==> config.mk <==
export PLATFORM = sky130hd
export DESIGN_NAME = tmr_vote_monitor
export DESIGN_NICKNAME = d
export VERILOG_FILES = /design/src/rtl/tmr_pkg.sv /design/src/rtl/majority3.sv /design/src/rtl/tmr_vote_monitor.sv
export SDC_FILE = /design/constraint.sdc
export NUM_CORES = 1
export LEC_CHECK = 0
export ABC_AREA = 1
export CORE_AREA = 2 2 59 66
export DETAILED_ROUTE_END_ITERATION = 6
export DIE_AREA = 0 0 61 68
export GPL_TIMING_DRIVEN = 0
export PLACE_DENSITY = 0.77
export SLEW_MARGIN = 15
export SYNTH_ARGS = -nofsm -noshare
export SYNTH_HDL_FRONTEND = slang
export SYNTH_SLANG_ARGS = --single-unit
==> constraint.sdc <==
create_clock -name clk -period 1.35 [get_ports clk]
set_clock_uncertainty 0.05 [all_clocks]
set_input_delay 0.27 -clock clk [delete_from_list [all_inputs] [get_ports clk]]
set_output_delay 0.27 -clock clk [all_outputs]
set_load 0.05 [all_outputs]
==> src/rtl/tmr_pkg.sv <==
// Shared definitions for the TMR voting boundary logic.
// Contents:
//   TMR_COPY_A/B/C/MULTI : 2-bit identifiers of the copy that disagreed
//   tmr_state_e          : scrub sequencer states (RUN, SCRUB_ASAP, SCRUB)
package tmr_pkg;

  localparam logic [1:0] TMR_COPY_A     = 2'd0;
  localparam logic [1:0] TMR_COPY_B     = 2'd1;
  localparam logic [1:0] TMR_COPY_C     = 2'd2;
  localparam logic [1:0] TMR_COPY_MULTI = 2'd3;

  typedef enum logic [1:0] {
    RUN        = 2'd0,
    SCRUB_ASAP = 2'd1,
    SCRUB      = 2'd2
  } tmr_state_e;

endpackage

==> src/rtl/majority3.sv <==
// Combinational bitwise 2-of-3 voter.
// Ports:
//   a, b, c  in  WIDTH : the three copies
//   vote     out WIDTH : per-bit majority
//   mismatch out WIDTH : bits where the copies are not all equal
module majority3 #(
  parameter int WIDTH = 6
) (
  input  logic [WIDTH-1:0] a,
  input  logic [WIDTH-1:0] b,
  input  logic [WIDTH-1:0] c,
  output logic [WIDTH-1:0] vote,
  output logic [WIDTH-1:0] mismatch
);

  assign vote     = (a & b) | (b & c) | (a & c);
  // If a==b and b==c then all three agree, so two XORs cover every case.
  assign mismatch = (a ^ b) | (b ^ c);

endmodule

==> src/rtl/tmr_vote_monitor.sv <==
// Majority voter and disagreement monitor at the triplicated /
// non-triplicated boundary.
// Optional feature macro: TMR_VOTE_MONITOR_ERRCNT_EN (error counter and
// err_clr; when undefined err_cnt is tied to zero and err_clr is ignored).
// Ports:
//   clk, rstn              : clock (rising edge), async active-low reset
//   in_a/in_b/in_c, in_valid : triplicated input copies and qualifier
//   out, out_valid         : registered voted word, updated on valid input
//   err_valid/err_ready    : single-entry error event handshake
//   err_mask, err_copy     : disagreeing bits and offending copy of the event
//   err_ovf                : sticky, an event was dropped while the entry was full
//   err_cnt, err_clr       : saturating event counter and its synchronous clear
//   scrub                  : one-cycle strobe asking upstream copies to reload
module tmr_vote_monitor
  import tmr_pkg::*;
#(
  parameter int WIDTH        = 6,
  parameter int CNT_W        = 8,
  parameter int SCRUB_PERIOD = 16
) (
  input  logic             clk,
  input  logic             rstn,
  input  logic [WIDTH-1:0] in_a,
  input  logic [WIDTH-1:0] in_b,
  input  logic [WIDTH-1:0] in_c,
  input  logic             in_valid,
  output logic [WIDTH-1:0] out,
  output logic             out_valid,
  output logic             err_valid,
  input  logic             err_ready,
  output logic [WIDTH-1:0] err_mask,
  output logic [1:0]       err_copy,
  output logic             err_ovf,
  output logic [CNT_W-1:0] err_cnt,
  input  logic             err_clr,
  output logic             scrub
);

  localparam int SCNT_W = (SCRUB_PERIOD > 2) ? $clog2(SCRUB_PERIOD) : 1;
  // The SCRUB cycle itself closes the period, so RUN leaves one step early.
  localparam logic [SCNT_W-1:0] SCNT_LAST = SCNT_W'(SCRUB_PERIOD - 2);

  // Names the copy that is the minority on every disagreeing bit, or MULTI.
  function automatic logic [1:0] classify_copy(
    input logic [WIDTH-1:0] a,
    input logic [WIDTH-1:0] b,
    input logic [WIDTH-1:0] c,
    input logic [WIDTH-1:0] m
  );
    logic [1:0] id;
    if (m == ((a ^ b) & (a ^ c))) begin
      id = TMR_COPY_A;
    end else if (m == ((b ^ a) & (b ^ c))) begin
      id = TMR_COPY_B;
    end else if (m == ((c ^ a) & (c ^ b))) begin
      id = TMR_COPY_C;
    end else begin
      id = TMR_COPY_MULTI;
    end
    return id;
  endfunction

  logic [WIDTH-1:0]  vote_s;
  logic [WIDTH-1:0]  mismatch_s;
  logic [1:0]        copy_s;
  logic              event_s;
  logic              drain_s;
  logic              load_s;
  logic              drop_s;

  logic [WIDTH-1:0]  out_r;
  logic              out_valid_r;
  logic              err_valid_r;
  logic [WIDTH-1:0]  err_mask_r;
  logic [1:0]        err_copy_r;
  logic              err_ovf_r;
  logic              scrub_r;

  tmr_state_e        state_r;
  tmr_state_e        state_s;
  logic [SCNT_W-1:0] scnt_r;
  logic [SCNT_W-1:0] scnt_s;

  majority3 #(.WIDTH(WIDTH)) u_majority3 (
    .a        (in_a),
    .b        (in_b),
    .c        (in_c),
    .vote     (vote_s),
    .mismatch (mismatch_s)
  );

  assign event_s = in_valid & (|mismatch_s);
  assign drain_s = err_valid_r & err_ready;
  // A draining entry frees its slot in the same cycle: back-to-back loads.
  assign load_s  = event_s & (~err_valid_r | err_ready);
  assign drop_s  = event_s & err_valid_r & ~err_ready;

  // Copy classification of the current input.
  always_comb begin
    copy_s = classify_copy(in_a, in_b, in_c, mismatch_s);
  end

  // Voted output register; holds while no valid input arrives.
  always_ff @(posedge clk or negedge rstn) begin
    if (!rstn) begin
      out_r       <= {WIDTH{1'b0}};
      out_valid_r <= 1'b0;
    end else begin
      out_valid_r <= in_valid;
      if (in_valid) begin
        out_r <= vote_s;
      end else begin
        out_r <= out_r;
      end
    end
  end

  // Single-entry error event register; fields frozen while pending.
  always_ff @(posedge clk or negedge rstn) begin
    if (!rstn) begin
      err_valid_r <= 1'b0;
      err_mask_r  <= {WIDTH{1'b0}};
      err_copy_r  <= TMR_COPY_A;
    end else if (load_s) begin
      err_valid_r <= 1'b1;
      err_mask_r  <= mismatch_s;
      err_copy_r  <= copy_s;
    end else if (drain_s) begin
      err_valid_r <= 1'b0;
      err_mask_r  <= err_mask_r;
      err_copy_r  <= err_copy_r;
    end else begin
      err_valid_r <= err_valid_r;
      err_mask_r  <= err_mask_r;
      err_copy_r  <= err_copy_r;
    end
  end

`ifdef TMR_VOTE_MONITOR_ERRCNT_EN
  logic [CNT_W-1:0] err_cnt_r;

  // Sticky overflow flag; clear has priority over a new drop.
  always_ff @(posedge clk or negedge rstn) begin
    if (!rstn) begin
      err_ovf_r <= 1'b0;
    end else if (err_clr) begin
      err_ovf_r <= 1'b0;
    end else if (drop_s) begin
      err_ovf_r <= 1'b1;
    end else begin
      err_ovf_r <= err_ovf_r;
    end
  end

  // Saturating event counter, dropped events included; clear wins.
  always_ff @(posedge clk or negedge rstn) begin
    if (!rstn) begin
      err_cnt_r <= {CNT_W{1'b0}};
    end else if (err_clr) begin
      err_cnt_r <= {CNT_W{1'b0}};
    end else if (event_s && (err_cnt_r != {CNT_W{1'b1}})) begin
      err_cnt_r <= err_cnt_r + CNT_W'(1);
    end else begin
      err_cnt_r <= err_cnt_r;
    end
  end

  assign err_cnt = err_cnt_r;
`else
  logic unused_err_clr_s;
  assign unused_err_clr_s = err_clr;

  // Sticky overflow flag; only reset clears it in this build.
  always_ff @(posedge clk or negedge rstn) begin
    if (!rstn) begin
      err_ovf_r <= 1'b0;
    end else if (drop_s) begin
      err_ovf_r <= 1'b1;
    end else begin
      err_ovf_r <= err_ovf_r;
    end
  end

  assign err_cnt = {CNT_W{1'b0}};
`endif

  // Scrub sequencer state and period counter.
  always_ff @(posedge clk or negedge rstn) begin
    if (!rstn) begin
      state_r <= RUN;
      scnt_r  <= {SCNT_W{1'b0}};
    end else begin
      state_r <= state_s;
      scnt_r  <= scnt_s;
    end
  end

  // Scrub sequencer next state: errors restart the period and force an
  // early scrub once the corrected word has reached out.
  always_comb begin
    state_s = state_r;
    scnt_s  = scnt_r;
    case (state_r)
      RUN: begin
        if (event_s) begin
          state_s = SCRUB_ASAP;
          scnt_s  = {SCNT_W{1'b0}};
        end else if (scnt_r == SCNT_LAST) begin
          state_s = SCRUB;
          scnt_s  = {SCNT_W{1'b0}};
        end else begin
          state_s = RUN;
          scnt_s  = scnt_r + SCNT_W'(1);
        end
      end
      SCRUB_ASAP: begin
        state_s = SCRUB;
        scnt_s  = {SCNT_W{1'b0}};
      end
      SCRUB: begin
        state_s = RUN;
        scnt_s  = {SCNT_W{1'b0}};
      end
      default: begin
        state_s = RUN;
        scnt_s  = {SCNT_W{1'b0}};
      end
    endcase
  end

  // Registered scrub strobe, one cycle per SCRUB visit.
  always_ff @(posedge clk or negedge rstn) begin
    if (!rstn) begin
      scrub_r <= 1'b0;
    end else begin
      scrub_r <= (state_r == SCRUB);
    end
  end

  assign out       = out_r;
  assign out_valid = out_valid_r;
  assign err_valid = err_valid_r;
  assign err_mask  = err_mask_r;
  assign err_copy  = err_copy_r;
  assign err_ovf   = err_ovf_r;
  assign scrub     = scrub_r;

endmodule

== After elaboration in Yosys (flattened, before gate mapping) ==
Cells that the tools add are included.
W data, S select, Z words.

* Input port bits: 23
* Memories kept: 0
* Output and inout bits: 26
* RAM bits: 0
* Bits in latches: 0
* Logic and storage cells: 50
* Bits in registers: 24
* ROM bits: 0

* Reduce and logical (&&, ||, !) cells: 3
* Multiply operators: 0
* Shift-type cells: 0
* Bitwise gates (word level): 20
* Order comparisons: 0
* Mux-type cells: 11
* Equal/unequal tests: 6
* Add/subtract/negate cells: 1
* Div/mod/pow operators: 0

{| class="wikitable"
|+ Operators by type and width
! cell !! count
|-
| $and A6 B6 Y6 || 6
|-
| $eq A6 B6 Y1 || 3
|-
| $or A6 B6 Y6 || 3
|-
| $xor A6 B6 Y6 || 3
|-
| $mux W4 || 3
|-
| $mux W2 || 4
|-
| $reduce_or A6 Y1 || 1
|-
| $and A1 B1 Y1 || 5
|-
| $add A4 B1 Y4 const B || 1
|-
| $eq A4 B4 Y1 const B || 1
|-
| $pmux W2 S2 || 1
|-
| $mux W1 || 3
|-
| $eq A2 B1 Y1 const B || 1
|-
| $eq A2 B2 Y1 const B || 1
|-
| $logic_not A2 Y1 || 1
|-
| $not A1 Y1 || 2
|-
| $reduce_bool A2 Y1 || 1
|-
| $or A1 B1 Y1 || 1
|}

== Depth between registers and ports, before layout ==
Gate-level depths: netlist (run 1).

* Depth in word-level cells: 6
* Gate-level depth with buffers: 10
* Mapped depth without buffers: 10

== Modules after synthesis ==
A second synthesis (run 1) with hierarchy kept.

* Cell total of the unflattened synthesis: 289
* Area total of the unflattened synthesis: 1950.6 µm²

{| class="wikitable"
|+ By module, submodules not included
! module !! times used !! cells an instance !! area each (µm²) !! sequential area each (µm²)
|-
| tmr_vote_monitor || 1 || 253 || 1695.4 || 600.6
|-
| majority3 || 1 || 36 || 255.2 || 0.0
|}

== Least setup slack after synthesis (run 1) ==
No wires, ideal clock.

* Path kind: input port to flip-flop
* Start point: input in_a[0]
* End point: register err_mask_r[4] (netlist: err_mask[4])
* Arrival time: 1.355 ns
* Stages: 10
* Data required time: 1.179 ns
* Library setup time: 0.121 ns
* Path slack: -0.177 ns
* Buffers on the path: 1
* Path through: ha_1 > inv_1 > ha_1 > nand2_1 > nor2_1 > nand2_2 > nand3_4 > buf_12 > nand2_2 > o21ai_2

* Word-level cells in the longest chain between the ends: 5

{| class="wikitable"
|+ Ends and longest elaborated chain
! item !! line !! text
|-
| start: declaration || tmr_vote_monitor.sv:23 || <nowiki>input logic [WIDTH-1:0] in_a,</nowiki>
|-
| $xor A6 B6 Y6 || majority3.sv:18 || <nowiki>assign mismatch = (a ^ b) | (b ^ c);</nowiki>
|-
| $or A6 B6 Y6 || majority3.sv:18 ||
|-
| $reduce_or A6 Y1 || tmr_vote_monitor.sv:92 || <nowiki>assign event_s = in_valid & (|mismatch_s);</nowiki>
|-
| $and A1 B1 Y1 || tmr_vote_monitor.sv:92 ||
|-
| $and A1 B1 Y1 || tmr_vote_monitor.sv:95 || <nowiki>assign load_s = event_s & (~err_valid_r | err_ready);</nowiki>
|-
| end signal: assignment || tmr_vote_monitor.sv:122 || <nowiki>err_mask_r <= {WIDTH{1'b0}};</nowiki>
|-
| end signal: assignment || tmr_vote_monitor.sv:126 || <nowiki>err_mask_r <= mismatch_s;</nowiki>
|-
| end signal: assignment || tmr_vote_monitor.sv:130 || <nowiki>err_mask_r <= err_mask_r;</nowiki>
|-
| end: declaration || tmr_vote_monitor.sv:74 || <nowiki>logic [WIDTH-1:0] err_mask_r;</nowiki>
|}

No other way between the ends.
A chain may end at the register's enable or synchronous reset.

== Worst setup path in the final report (run 1) ==
* Start point: input in_b[0]
* End point: register err_mask_r[4] (netlist: err_mask[4])

* Word-level cells in the longest chain between the ends: 5
* Elaborated cells on any way between the ends: 6
* Classes of those cells: bitwise (5); reduce/logical (1)

{| class="wikitable"
|+ Ends and longest elaborated chain
! item !! line !! text
|-
| start: declaration || tmr_vote_monitor.sv:24 || <nowiki>input logic [WIDTH-1:0] in_b,</nowiki>
|-
| $xor A6 B6 Y6 || majority3.sv:18 ||
|-
| $or A6 B6 Y6 (*) || majority3.sv:18 ||
|-
| $reduce_or A6 Y1 (*) || tmr_vote_monitor.sv:92 ||
|-
| $and A1 B1 Y1 (*) || tmr_vote_monitor.sv:92 ||
|-
| $and A1 B1 Y1 (*) || tmr_vote_monitor.sv:95 ||
|}

Mark *: on every way between the ends. The rest lies on a longest branch, timed or not.

==> summary by stage, run 1 <==
GRT
The first global-routing pass estimated 5.59 mm of wire. Global routing finished with a remaining overflow of 0. The pin count of the biggest net entering global routing is 25. The number of global-route vias before repair is 1239. The initial antenna violation count came to 0. For this run, the total global-route usage over all layers was measured as 0.179.

Power and ir drop
The net switching component of the power is around 890 uW. Across the VDD grid, the largest voltage drop is around 0.48 mV. The switching part of the total is 0.361.

The share of total power dissipated in the clock network is 0.249. The sequential group share of total power is 0.345. The combinational share of power is 0.406. The power density over the cells is ~1000 mW/mm2. The leakage power is 1.18 nW. The cell-internal power is 1.58 mW.

Detailed routing
The routed via count divided by cell count is between 4 and 5. Dividing the detail-routed wire length by the instance count gives 11.4 um. For this block, wires on met1 add up to 1.41 mm. The number of nets with antenna violations after detailed routing is 0.

The routed design uses 164 um of met3 wire. After detailed routing, no signal wire sits above met4. The routed wire length is roughly 3.4 mm. For this block, the initial DRC count from the detailed router was 32. The detailed-routing iteration count for the pre-antenna-repair pass is 4. The total DRC errors in the routed layout is 0.

Across all layers, the routed design uses 1371 vias. Detailed routing placed a total of 1.82 mm of wire on met2.

Synth
The synthesized netlist cell count is 183. The mapped netlist covers 0.00155 mm2. During synthesis, Yosys emitted a total of 0 warnings. The netlist uses 24 different library cells. Synthesis inferred 24 register bits. Of the synthesized area, sequential elements account for 0.388.

The average instance in the mapped netlist occupies ~8.5 um2.

Placement
The routability-driven placement congestion ratio is roughly 0.76. The instance count after placement with tap cells included is 279. After legalization and detailed placement, the total HPWL measured 2.35 mm. Prior to clock tree synthesis, the placed netlist has a worst setup slack of -743 ps. The number of buffer cells added on primary ports is 39.

Finish
The count of antenna diodes in the layout is 0. At the end of the flow, the number of nets in the layout was slightly below 300. The layout cell share with drive strength beyond 1 is 0.444.

The count of placed standard cells in the final layout, fillers left out is 300. The area growth from synthesis to layout is 55.7%.

Timing
At the pin with the least slew margin, the transition time is about 520 ps. Across all setup checks in the final design, the least slack found is -41.2 ps. The headroom to the max-slew limit is 0.653.

Subtracting the final worst setup slack from the clock period gives 1390 ps. Dividing the final minimum period by the clock period gives 1.03. Across all hold checks on the routed design, the worst slack comes to about 370 ps. Setup violations remaining at the end of the flow were counted as 5. Setup repair after global routing could not meet its margin everywhere.

Derived from the worst setup path, the maximum achievable clock frequency is 719 MHz. The number of hold violations in the final report is 0. The final-report max-slew violation count came to 0.

Clocking
In this run the number of H-tree levels came out at 1. The later pin in the worst-skew pair is clocked with a latency of 260 ps. The clock-pin slew on the worst setup and hold paths is 80 ps.

The root buffer cell is sky130_fd_sc_hd__clkbuf_8. CTS saw 24 sinks. The number of buffers on the longest clock path is 2.

The CTS buffer count is 3. TritonCTS built the clock tree.

Floorplanning
The area of the die is ~0.0041 mm2. The initial core utilization is 0.437. Measured along the y axis, the die boundary spans approximately 68 um. During I/O placement, the number of pins put on the boundary was 49.

The core region is 0.00354 mm2. The total number of placement rows is 23. The die extent in x is 61 um.

Setup path
The worst setup path is launched from an input pin. The critical path is of the input pin to flop type. For the worst setup path, the data arrival time is around 1500 ps. The biggest fanout along the worst timing path is 7.

STA classifies the critical path endpoint as a flop. At the worst endpoint, the required time is 1450 ps.

Job
Max-cap violations in this run came to 0.

Outcome
The flow ran to the end, but the final reports show violations. The checks that failed: setup timing.

Min path
The worst hold path belongs to the class input pin to flop.
## stage by stage
stage               area [um2]   util  setup TNS [ps]  power, mW
CTS                       2440  0.689            -134       2.50
global placement          2140  0.606          -19560       1.77
detailed placement        2140  0.606          -20430       1.78
floorplan                 1690      -            -373       1.48
finish                    2410  0.681            -146       2.48
global route              2410  0.681            -467       2.63
## layout by cell type, fill, tap and decap left out, types with 2 or more instances in the layout
| cell | instances |
|---|---|
| sky130_fd_sc_hd__nand2_1 | 37 |
| sky130_fd_sc_hd__inv_1 | 16 |
| sky130_fd_sc_hd__clkbuf_2 | 3 |
| sky130_fd_sc_hd__o21ai_0 | 11 |
| sky130_fd_sc_hd__clkdlybuf4s50_1 | 2 |
| sky130_fd_sc_hd__nor2_2 | 4 |
| sky130_fd_sc_hd__nor2_4 | 3 |
| sky130_fd_sc_hd__buf_12 | 3 |
| sky130_fd_sc_hd__nand2_2 | 6 |
| sky130_fd_sc_hd__nor3_1 | 7 |
| sky130_fd_sc_hd__dfrtp_1 | 24 |
| sky130_fd_sc_hd__buf_4 | 22 |
| sky130_fd_sc_hd__nand2_4 | 3 |
| sky130_fd_sc_hd__conb_1 | 8 |
| sky130_fd_sc_hd__nand3_1 | 3 |
| sky130_fd_sc_hd__nor2_1 | 19 |
| sky130_fd_sc_hd__ha_4 | 15 |
| sky130_fd_sc_hd__o21ai_2 | 7 |
| sky130_fd_sc_hd__clkdlybuf4s18_2 | 3 |
| sky130_fd_sc_hd__clkbuf_8 | 3 |
| sky130_fd_sc_hd__buf_6 | 2 |
| sky130_fd_sc_hd__ha_1 | 6 |
| sky130_fd_sc_hd__inv_2 | 2 |
| sky130_fd_sc_hd__clkdlybuf4s15_2 | 8 |
| sky130_fd_sc_hd__buf_2 | 21 |
## Yosys cell counts
master	n	area, um2
sky130_fd_sc_hd__nand2_1	40	150
sky130_fd_sc_hd__or2_2	1	6.26
sky130_fd_sc_hd__nand3_2	1	10.0
sky130_fd_sc_hd__buf_12	1	20.0
sky130_fd_sc_hd__buf_4	8	60.1
sky130_fd_sc_hd__dfrtp_1	24	601
sky130_fd_sc_hd__conb_1	1	3.75
sky130_fd_sc_hd__nand3_1	3	15.0
sky130_fd_sc_hd__xnor2_1	1	8.76
sky130_fd_sc_hd__o21ai_1	2	10.0
sky130_fd_sc_hd__nor2_1	23	86.3
sky130_fd_sc_hd__nor2_2	2	12.5
sky130_fd_sc_hd__o21ai_2	4	35.0
sky130_fd_sc_hd__nand3_4	1	17.5
sky130_fd_sc_hd__inv_1	18	67.6
sky130_fd_sc_hd__clkbuf_1	1	3.75
sky130_fd_sc_hd__ha_1	21	263
sky130_fd_sc_hd__xor2_1	1	8.76
sky130_fd_sc_hd__nand3b_1	1	7.51
sky130_fd_sc_hd__nor3_1	8	40.0
sky130_fd_sc_hd__o21bai_1	1	7.51
sky130_fd_sc_hd__nor2_4	1	11.3
sky130_fd_sc_hd__nand2_2	6	37.5
sky130_fd_sc_hd__o21ai_0	13	65.1
## final timing paths
check | start | to | slack [ps] | cells after the start
setup / recovery | in_b[0] | err_mask[4]$_DFFE_PN0P_ | -40 | 12
hold reg to reg | state_r[1]$_DFF_PN0_ | state_r[0]$_DFF_PN0_ | 410 | 1
max in group asynchronous | rstn | err_mask[4]$_DFFE_PN0P_ | 440 | 2
setup reg to reg | err_valid$_DFFE_PN0P_ | err_mask[4]$_DFFE_PN0P_ | 100 | 8
min in group asynchronous | rstn | err_copy[1]$_DFFE_PN0P_ | 460 | 2
hold / removal | in_a[0] | out[0]$_DFFE_PN0P_ | 370 | 4
## registers in the layout (all words and copies together) (netlist names)
name and cells:
err_valid 1, err_copy 2, state_r 2, scnt_r 4, out_valid 1, err_ovf 1, scrub 1, err_mask 6
out 6
## what timing repair did
action	4_1_cts	5_1_grt
gates cloned	1	0
hold endpoints to repair	0	24
resized for setup	145	30
pin swaps	19	3
hold buffers	0	1
setup endpoints to repair	34	25
buffers inserted	15	1
## layer usage
| layer | track usage | vias up |
|---|---|---|
| li1 | - | 705 |
| met5 | 0 | - |
| met3 | 0.0454 | 5 |
| met4 | 0.0299 | 0 |
| met2 | 0.315 | 37 |
| met1 | 0.222 | 624 |
## final cells by class
class | count | area [um2]
Fill cell | 288 | 1130
Multi-Input combinational cell | 138 | 1070
Sequential cell | 24 | 601
Timing Repair Buffer | 56 | 448
Buffer | 10 | 85.1
Inverter | 18 | 67.6
Tap cell | 50 | 62.6
Clock buffer | 3 | 41.3
Clock inverter | 1 | 30.0
## worst max-delay path: stages
cell	delay, ps
sky130_fd_sc_hd__buf_8	100
sky130_fd_sc_hd__ha_4	270
sky130_fd_sc_hd__inv_2	40
sky130_fd_sc_hd__ha_4	150
sky130_fd_sc_hd__nand2_2	50
sky130_fd_sc_hd__nor2_2	40
sky130_fd_sc_hd__nand2_2	90
sky130_fd_sc_hd__nand3_4	90
sky130_fd_sc_hd__buf_12	160
sky130_fd_sc_hd__buf_12	130
sky130_fd_sc_hd__nand2_4	40
sky130_fd_sc_hd__o21ai_2	40
## cells by family (layout without fill, tap and decap cells)
logic type / count (synthesis) / after routing / share of synthesized area
AO/OA/AOI/OAI: 20 / 20 / 0.0760
adder cells (fa/ha/maj): 21 / 21 / 0.170
XOR/XNOR: 2 / 2 / 0.0113
AND/OR/NAND/NOR: 87 / 87 / 0.255
other: 1 / 8 / 0.00242
flip-flops: 24 / 24 / 0.388
buffers and inverters: 28 / 88 / 0.0978
## power groups by stage
stage | registers (mW) | clock network [mW] | logic (mW)
2_1_floorplan | 1.09 | 0 | 0.389
4_1_cts | 0.855 | 0.636 | 1.00
6_report | 0.856 | 0.616 | 1.01
3_3_place_gp | 0.864 | 0 | 0.906
5_1_grt | 0.867 | 0.663 | 1.10
3_5_place_dp | 0.865 | 0 | 0.915
(Power assumes the default switching activity.)
==> run 2, diff against run 1 <==
--- a/config.mk
+++ b/config.mk
@@ -12,3 +12,3 @@
 export GPL_TIMING_DRIVEN = 0
-export PLACE_DENSITY = 0.77
+export PLACE_DENSITY_LB_ADDON = 0.1
 export SLEW_MARGIN = 15
==> constraint.sdc (replaced) <==
create_clock -name clk -period 1.35 [get_ports clk]
set_clock_uncertainty 0.05 [all_clocks]
set_input_delay 0.405 -clock clk [delete_from_list [all_inputs] [get_ports clk]]
set_output_delay 0.405 -clock clk [all_outputs]
set_load 0.05 [all_outputs]
==> summary by stage, run 2 (same netlist as run 1, synthesis figures left out) <==
Timing
The post-route worst setup slack is -172 ps (was -41.2 ps). The final critical path time including I/O delays and setup is 1520 ps (was 1390 ps). The part of the cycle the worst path needs is 1.13 (was 1.03).

The worst hold margin is 58.6 ps (was 374 ps). The fmax came to 657 MHz (was 719 MHz). The number of hold violations in the final report is 0 (unchanged). The total negative setup slack is -2200 ps (was -146 ps). The number of failing setup endpoints in the final timing report is 16 (was 5). Unrepaired setup endpoints after global routing: true (unchanged). The headroom to the max-slew limit came to 0.632 (was 0.653). The slew at the pin with the worst max-slew slack is 552 ps (was 520 ps). The final-report max-slew violation count is 0 (unchanged).

Outcome
Violated checks: setup timing (unchanged). Outcome: finished with violations (unchanged).

Clocking
The clock-pin slew on the worst setup and hold paths came to 90 ps (was 80 ps). The number of H-tree branching levels is 1 (unchanged). The number of buffers on the longest clock path was 2 (unchanged).

The TritonCTS clock tree is yes (unchanged). The CTS buffer count is 3 (unchanged). The total clock sinks is 24 (unchanged).

The root buffer cell is sky130_fd_sc_hd__clkbuf_8 (unchanged). The clock insertion delay at the later pin of the skew report is 270 ps (was 260 ps).

Detailed routing
The routed wire length is 3.78 mm (was 3.42 mm). The number of nets with antenna violations after detailed routing came to 0 (unchanged). The violation count after the first detailed-route iteration is 47 (was 32). The total DRC errors in the routed layout is 0 (unchanged).

The routed wirelength normalized by instance count is 12.4 um (was 11.4 um). The total number of vias was 1417 (was 1371). The routed via count divided by cell count is 4.66 (was 4.57). The detailed-routing iteration count for the pre-antenna-repair pass was 4 (unchanged).

Placement
The estimated wirelength of the detail-placed design is 2.64 mm (was 2.35 mm). The routability-driven placement congestion ratio was 0.799 (was 0.763). The placement-stage cell area is 0.00214 mm2 (unchanged).

The worst setup timing slack at the placement stage is -884 ps (was -743 ps). The number of buffer cells added on primary ports came to 39 (unchanged). The instance count after placement with tap cells included is 279 (unchanged).

Finish
The count of antenna diodes in the layout is 0 (unchanged). The layout cell share with drive strength beyond 1 is 0.449 (was 0.444). The count of placed standard cells in the final layout, fillers left out came to 304 (was 300). Commonest cells after routing, fill and taps aside: 37 x sky130_fd_sc_hd__nand2_1, 37 x sky130_fd_sc_hd__buf_4, 24 x sky130_fd_sc_hd__dfrtp_1 (was 37 x sky130_fd_sc_hd__nand2_1, 24 x sky130_fd_sc_hd__dfrtp_1, 22 x sky130_fd_sc_hd__buf_4). The core occupancy in the finished layout is 0.691 (was 0.681). The area taken by flip-flops and latches came to 601 um2 (unchanged).

The post-route cell area is 0.00245 mm2 (was 0.00241 mm2). The synthesis-to-layout area growth is 58.0% (was 55.7%). The final-layout fill cell count is 296 (was 288).

The net count reported at finish was 299 (was 295). The multi-input logic area is 0.00107 mm2 (unchanged).

Min path
The worst min-delay path class is input pin to asynchronous set/reset pin (was input pin to flop).

Power and ir drop
The portion of total power attributed to the clock network is 0.248 (was 0.249). The switching part of the total is 0.365 (was 0.361). The net switching component of the power is 935 uW (was 895 uW). The power density over the cells was 1050 mW/mm2 (was 1030 mW/mm2). The overall power of the completed layout is 2.56 mW (was 2.48 mW).

The maximum vdd drop is 0.448 mV (was 0.476 mV). The cell-internal power came to 1.63 mW (was 1.58 mW). The leakage power was 1.22 nW (was 1.18 nW). The sequential group share of total power came to 0.336 (was 0.345).

The combinational share of power is 0.415 (was 0.406).

Setup path
The kind of capture point of the worst setup path is a flop (unchanged). The startpoint-to-endpoint class of the critical path is input pin to flop (unchanged). The maximum cell stage delay along the critical path came to 280 ps (was 270 ps).

The required time of the worst setup path is 1460 ps (was 1450 ps). The buffers plus inverters on the worst setup path came to 3 (was 4). The data arrival at the endpoint of the critical path is 1630 ps (was 1490 ps).

The element type at the critical path start is an input pin (unchanged). The slowest cell on the critical path is sky130_fd_sc_hd__dlygate4sd2_1 (was sky130_fd_sc_hd__ha_4). Cells traversed along the worst timing path: dlygate4sd2_1 > ha_4 > nor3_2 > nand2_2 > nand3_4 > buf_6 > buf_12 > o21ai_2 (was buf_8 > ha_4 > inv_2 > ha_4 > nand2_2 > nor2_2 > nand2_2 > nand3_4 > buf_12 > buf_12 > nand2_4 > o21ai_2). The family of cells with the greatest summed delay on the critical path is buffers and inverters (unchanged).

The biggest fanout along the worst timing path is 5 (was 7).

GRT
The wire length of the first global-routing pass is 5.85 mm (was 5.59 mm). The residual overflow from global routing is 0 (unchanged). The pin count of the biggest net entering global routing is 25 (unchanged).

The total track usage is 0.189 (was 0.179). The number of global-route vias before repair was 1403 (was 1239). The initial antenna violation count is 0 (unchanged).

Floorplanning
The count of pins on the block boundary is 49 (unchanged). The initial core utilization is 0.437 (unchanged). The total number of placement rows is 23 (unchanged). The placeable core region is 0.00354 mm2 (unchanged). The area of the die came to 0.00415 mm2 (unchanged).

The die extent in x came to 61 um (unchanged). The chip height is 68 um (unchanged).

Job
The total of max-cap violations was 0 (unchanged).
==> run 2: cell types whose count changed in the layout (fill, tap and decap cells not counted), moves of 2 or more <==
cell                              change
sky130_fd_sc_hd__buf_2                -6
sky130_fd_sc_hd__buf_4               +15
sky130_fd_sc_hd__buf_6                +5
sky130_fd_sc_hd__clkbuf_2             -2
sky130_fd_sc_hd__clkdlybuf4s15_2      -7
sky130_fd_sc_hd__clkdlybuf4s18_2      -3
sky130_fd_sc_hd__dlygate4sd2_1        +3
sky130_fd_sc_hd__nand2_2              -2
sky130_fd_sc_hd__nand2_4              +2
sky130_fd_sc_hd__nor2_1               -2
sky130_fd_sc_hd__nor2_2               +2
==> run 2: layer usage <==
layer | vias up | GRT usage | part of all wire
met1 | 683 | 0.202 | 0.39
met5 | - | 0 | 0
li1 | 708 | - | -
met3 | 2 | 0.0246 | 0.022
met4 | 0 | 0.0489 | 0.0045
met2 | 24 | 0.379 | 0.58
==> run 2: final timing paths <==
check,from,end,slack (ps),cells after the start
worst min register to register,state_r[1]$_DFF_PN0_,state_r[0]$_DFF_PN0_,430,1
min in group clk,state_r[1]$_DFF_PN0_,state_r[0]$_DFF_PN0_,430,1
worst max-delay path,in_c[5],err_mask[5]$_DFFE_PN0P_,-170,8
worst max register to register,err_valid$_DFFE_PN0P_,err_mask[4]$_DFFE_PN0P_,110,8
worst min-delay path,rstn,out[0]$_DFFE_PN0P_,60,1
max in group asynchronous,rstn,err_mask[4]$_DFFE_PN0P_,820,1
==> run 2: cell type report <==
| class | instances | area share |
|---|---|---|
| inverters | 18 | 0.0286 |
| well taps | 50 | 0.0256 |
| repair buffers | 60 | 0.197 |
| plain buffers | 10 | 0.0348 |
| multi-input cells | 138 | 0.439 |
| flip-flops and latches | 24 | 0.246 |
| clock inverters | 1 | 0.0123 |
| clock buffers | 3 | 0.0169 |
==> run 2: timing repair <==
| item | CTS | global route |
|---|---|---|
| resized for setup | 194 | 24 |
| pin swaps | 20 | 7 |
| cloned | 1 | 0 |
| setup buffers | 16 | 5 |
| setup endpoints to repair | 64 | 25 |
| hold buffers | 0 | 0 |
==> run 2: power groups by stage <==
stage                     clock (mW)  combinational [mW]  sequential (mW)
after floorplan                    0               0.389             1.09
after global placement             0               0.908            0.860
after detailed placement           0               0.928            0.864
after CTS                      0.651                1.01            0.859
after global routing           0.674                1.15            0.871
final                          0.637                1.06            0.863
==> run 3, diff against run 2 <==
Settings changed: CORE_AREA 2 2 59 66 to 4 4 61 68, DIE_AREA 0 0 61 68 to 0 0 65 72.
==> summary by stage, run 3 (same netlist as run 1, synthesis figures left out) <==
Finish
Commonest cells after routing, fill and taps aside: 37 x sky130_fd_sc_hd__nand2_1, 33 x sky130_fd_sc_hd__buf_4, 24 x sky130_fd_sc_hd__dfrtp_1 (was 37 x sky130_fd_sc_hd__nand2_1, 37 x sky130_fd_sc_hd__buf_4, 24 x sky130_fd_sc_hd__dfrtp_1). The net count reported at finish is 299 (unchanged). The commonest non-fill, non-tap cell in the layout is sky130_fd_sc_hd__nand2_1. The layout cell share with drive strength beyond 1 is 0.457 (was 0.449). The final-layout fill cell count is 288 (was 296). The count of placed standard cells in the final layout, fillers left out is 304 (unchanged). The count of antenna diodes in the layout is 0 (unchanged).

The post-route cell area was 0.00245 mm2 (about the same). The synthesis-to-layout area growth is 58.6% (was 58.0%).

Clocking
The total clock sinks came to 24 (unchanged). The number of buffers on the longest clock path came to 2 (unchanged). The clock-pin slew on the worst setup and hold paths came to 90 ps (about the same). The TritonCTS clock tree is yes (unchanged).

The hold buffer count at cts is 0 (unchanged). The number of H-tree branching levels was 1 (unchanged). The CTS buffer count is 3 (unchanged). The clock insertion delay at the later pin of the skew report is 270 ps (about the same).

The root buffer cell is sky130_fd_sc_hd__clkbuf_8 (unchanged).

Floorplanning
The chip height is 72 um (was 68 um). The area of the die came to 0.00468 mm2 (was 0.00415 mm2). The initial core utilization came to 0.437 (unchanged). The placeable core region was 0.00354 mm2 (unchanged). The die extent in x came to 65 um (was 61 um). The total number of placement rows was 23 (unchanged). The count of pins on the block boundary is 49 (unchanged).

Job
The total of max-cap violations is 0 (unchanged).

Placement
The routability-driven placement congestion ratio is 0.781 (was 0.799). The estimated wirelength of the detail-placed design is 2.69 mm (was 2.64 mm). The worst setup timing slack at the placement stage is -884 ps (about the same). The instance count after placement with tap cells included is 279 (unchanged). The placement-stage cell area was 0.00214 mm2 (unchanged). The number of buffer cells added on primary ports is 39 (unchanged).

GRT
The pin count of the biggest net entering global routing is 25 (unchanged). The total track usage is 0.172 (was 0.189). The wire length of the first global-routing pass was 6.27 mm (was 5.85 mm).

The number of global-route vias before repair came to 1452 (was 1403). The initial antenna violation count is 0 (unchanged). The residual overflow from global routing is 0 (unchanged).

Setup path
The biggest fanout along the worst timing path is 7 (was 5). The data arrival at the endpoint of the critical path is 1620 ps (was 1630 ps). The element type at the critical path start is an input pin (unchanged). The kind of capture point of the worst setup path is a flop (unchanged). The destination of the worst register-to-register timing path was err_mask[4]$_DFFE_PN0P_ (unchanged). The setup slack on the worst flop-to-flop path is 100 ps (was 110 ps). The required time of the worst setup path is 1460 ps (about the same). The startpoint of the most critical register-to-register path is err_valid$_DFFE_PN0P_ (unchanged). The startpoint-to-endpoint class of the critical path is input pin to flop (unchanged). The path depth of the worst reg2reg path was 8 (unchanged).

Detailed routing
The total number of vias is 1395 (was 1417). The violation count after the first detailed-route iteration came to 34 (was 47). The routed wirelength normalized by instance count is 12.8 um (was 12.4 um). The routed wire length was 3.88 mm (was 3.78 mm). The routed via count divided by cell count is 4.59 (was 4.66).

The total DRC errors in the routed layout is 0 (unchanged). The number of nets with antenna violations after detailed routing is 0 (unchanged). The detailed-routing iteration count for the pre-antenna-repair pass is 4 (unchanged).

Power and ir drop
The combinational share of power is 0.422 (was 0.415). The cell-internal power is 1.64 mW (was 1.63 mW). The overall power of the completed layout was 2.58 mW (was 2.56 mW).

The maximum vdd drop is 0.496 mV (was 0.448 mV). The power density over the cells is 1050 mW/mm2 (about the same). The sequential group share of total power is 0.332 (was 0.336). The net switching component of the power is 940 uW (was 935 uW).

The leakage power is 1.24 nW (was 1.22 nW). The portion of total power attributed to the clock network is 0.246 (was 0.248). The switching part of the total was 0.365 (about the same).

Timing
The slew at the pin with the worst max-slew slack came to 549 ps (was 552 ps). The final-report max-slew violation count is 0 (unchanged). The post-route worst setup slack is -159 ps (was -172 ps). The final critical path time including I/O delays and setup is 1510 ps (was 1520 ps). The fmax is 663 MHz (was 657 MHz).

Unrepaired setup endpoints after global routing: true (unchanged). The part of the cycle the worst path needs came to 1.12 (was 1.13). The headroom to the max-slew limit was 0.634 (was 0.632).

The total negative setup slack came to -1010 ps (was -2200 ps). The number of hold violations in the final report is 0 (unchanged). The number of failing setup endpoints in the final timing report came to 13 (was 16).

Min path
The worst min-delay path class is input pin to asynchronous set/reset pin (unchanged).

Outcome
Violated checks: setup timing (unchanged). Outcome: finished with violations (unchanged).
## run 3: cell count changes in the layout (fill, tap and decap cells not counted), moves of 2 or more
cell,change
sky130_fd_sc_hd__clkbuf_4,+3
sky130_fd_sc_hd__nand2_4,+2
sky130_fd_sc_hd__buf_4,-4
sky130_fd_sc_hd__clkbuf_2,+2
sky130_fd_sc_hd__dlygate4sd2_1,-2
sky130_fd_sc_hd__nand2_2,-2
## run 3: layer usage
| metal | wire length (um) | GRT usage | vias up | share of wire |
|---|---|---|---|---|
| li1 | - | - | 711 | - |
| met1 | 1420 | 0.163 | 651 | 0.37 |
| met2 | 2250 | 0.364 | 29 | 0.58 |
| met3 | 149 | 0.0279 | 4 | 0.038 |
| met4 | 62 | 0.0493 | 0 | 0.016 |
| met5 | 0 | 0 | - | 0 |
## run 3: repair_timing
item,in CTS,in global routing
setup endpoints to repair,64,29
resized for setup,191,32
cloned,1,0
buffers inserted,16,6
pin swaps,21,12
## run 3: power by group through the flow
stage                     registers [mW]  clock network (mW)  logic [mW]
after detailed placement           0.863                   0       0.928
after global routing               0.867               0.677        1.17
after CTS                          0.856               0.642        1.01
final                              0.856               0.633        1.09
after floorplan                     1.09                   0       0.389
after global placement             0.860                   0       0.910
## run 3: critical path, stage by stage
cell	delay, ps
sky130_fd_sc_hd__buf_8	100
sky130_fd_sc_hd__ha_4	260
sky130_fd_sc_hd__inv_2	40
sky130_fd_sc_hd__ha_4	160
sky130_fd_sc_hd__nand2_4	60
sky130_fd_sc_hd__nor2_4	40
sky130_fd_sc_hd__nand2_4	70
sky130_fd_sc_hd__nand3_4	100
sky130_fd_sc_hd__buf_12	170
sky130_fd_sc_hd__buf_12	130
sky130_fd_sc_hd__nand2_4	50
sky130_fd_sc_hd__o21ai_2	50
## run 3: per-stage QoR
| stage | hold WS [ps] | util |
|---|---|---|
| finish | 66.1 | 0.694 |
| global route | 97.4 | 0.694 |
| CTS | 415 | 0.674 |
| detailed placement | 397 | 0.606 |
| global placement | 390 | 0.606 |
| floorplan | 59.4 | - |
## run 3: worst max path at each step
stage / slack [ps] / from / to / cells past startpoint
final: -160 / in_b[0] / err_mask[4]$_DFFE_PN0P_ / 12
after global routing: -190 / in_b[0] / err_mask[4]$_DFFE_PN0P_ / 12
after CTS: -160 / in_b[0] / err_mask[4]$_DFFE_PN0P_ / 12
after detailed placement: -880 / in_b[2] / err_mask[5]$_DFFE_PN0P_ / 9
after global placement: -870 / in_b[2] / err_mask[5]$_DFFE_PN0P_ / 9
after floorplan: -200 / in_b[0] / err_mask[4]$_DFFE_PN0P_ / 10
## run 3: final cells by class
| cell class | instances | area [um2] | area share |
|---|---|---|---|
| Multi-Input combinational cell | 138 | 1100 | 0.446 |
| Sequential cell | 24 | 601 | 0.245 |
| Timing Repair Buffer | 60 | 472 | 0.192 |
| Buffer | 10 | 85.1 | 0.0347 |
| Inverter | 18 | 67.6 | 0.0275 |
| Tap cell | 50 | 62.6 | 0.0255 |
| Clock buffer | 3 | 41.3 | 0.0168 |
| Clock inverter | 1 | 30.0 | 0.0122 |
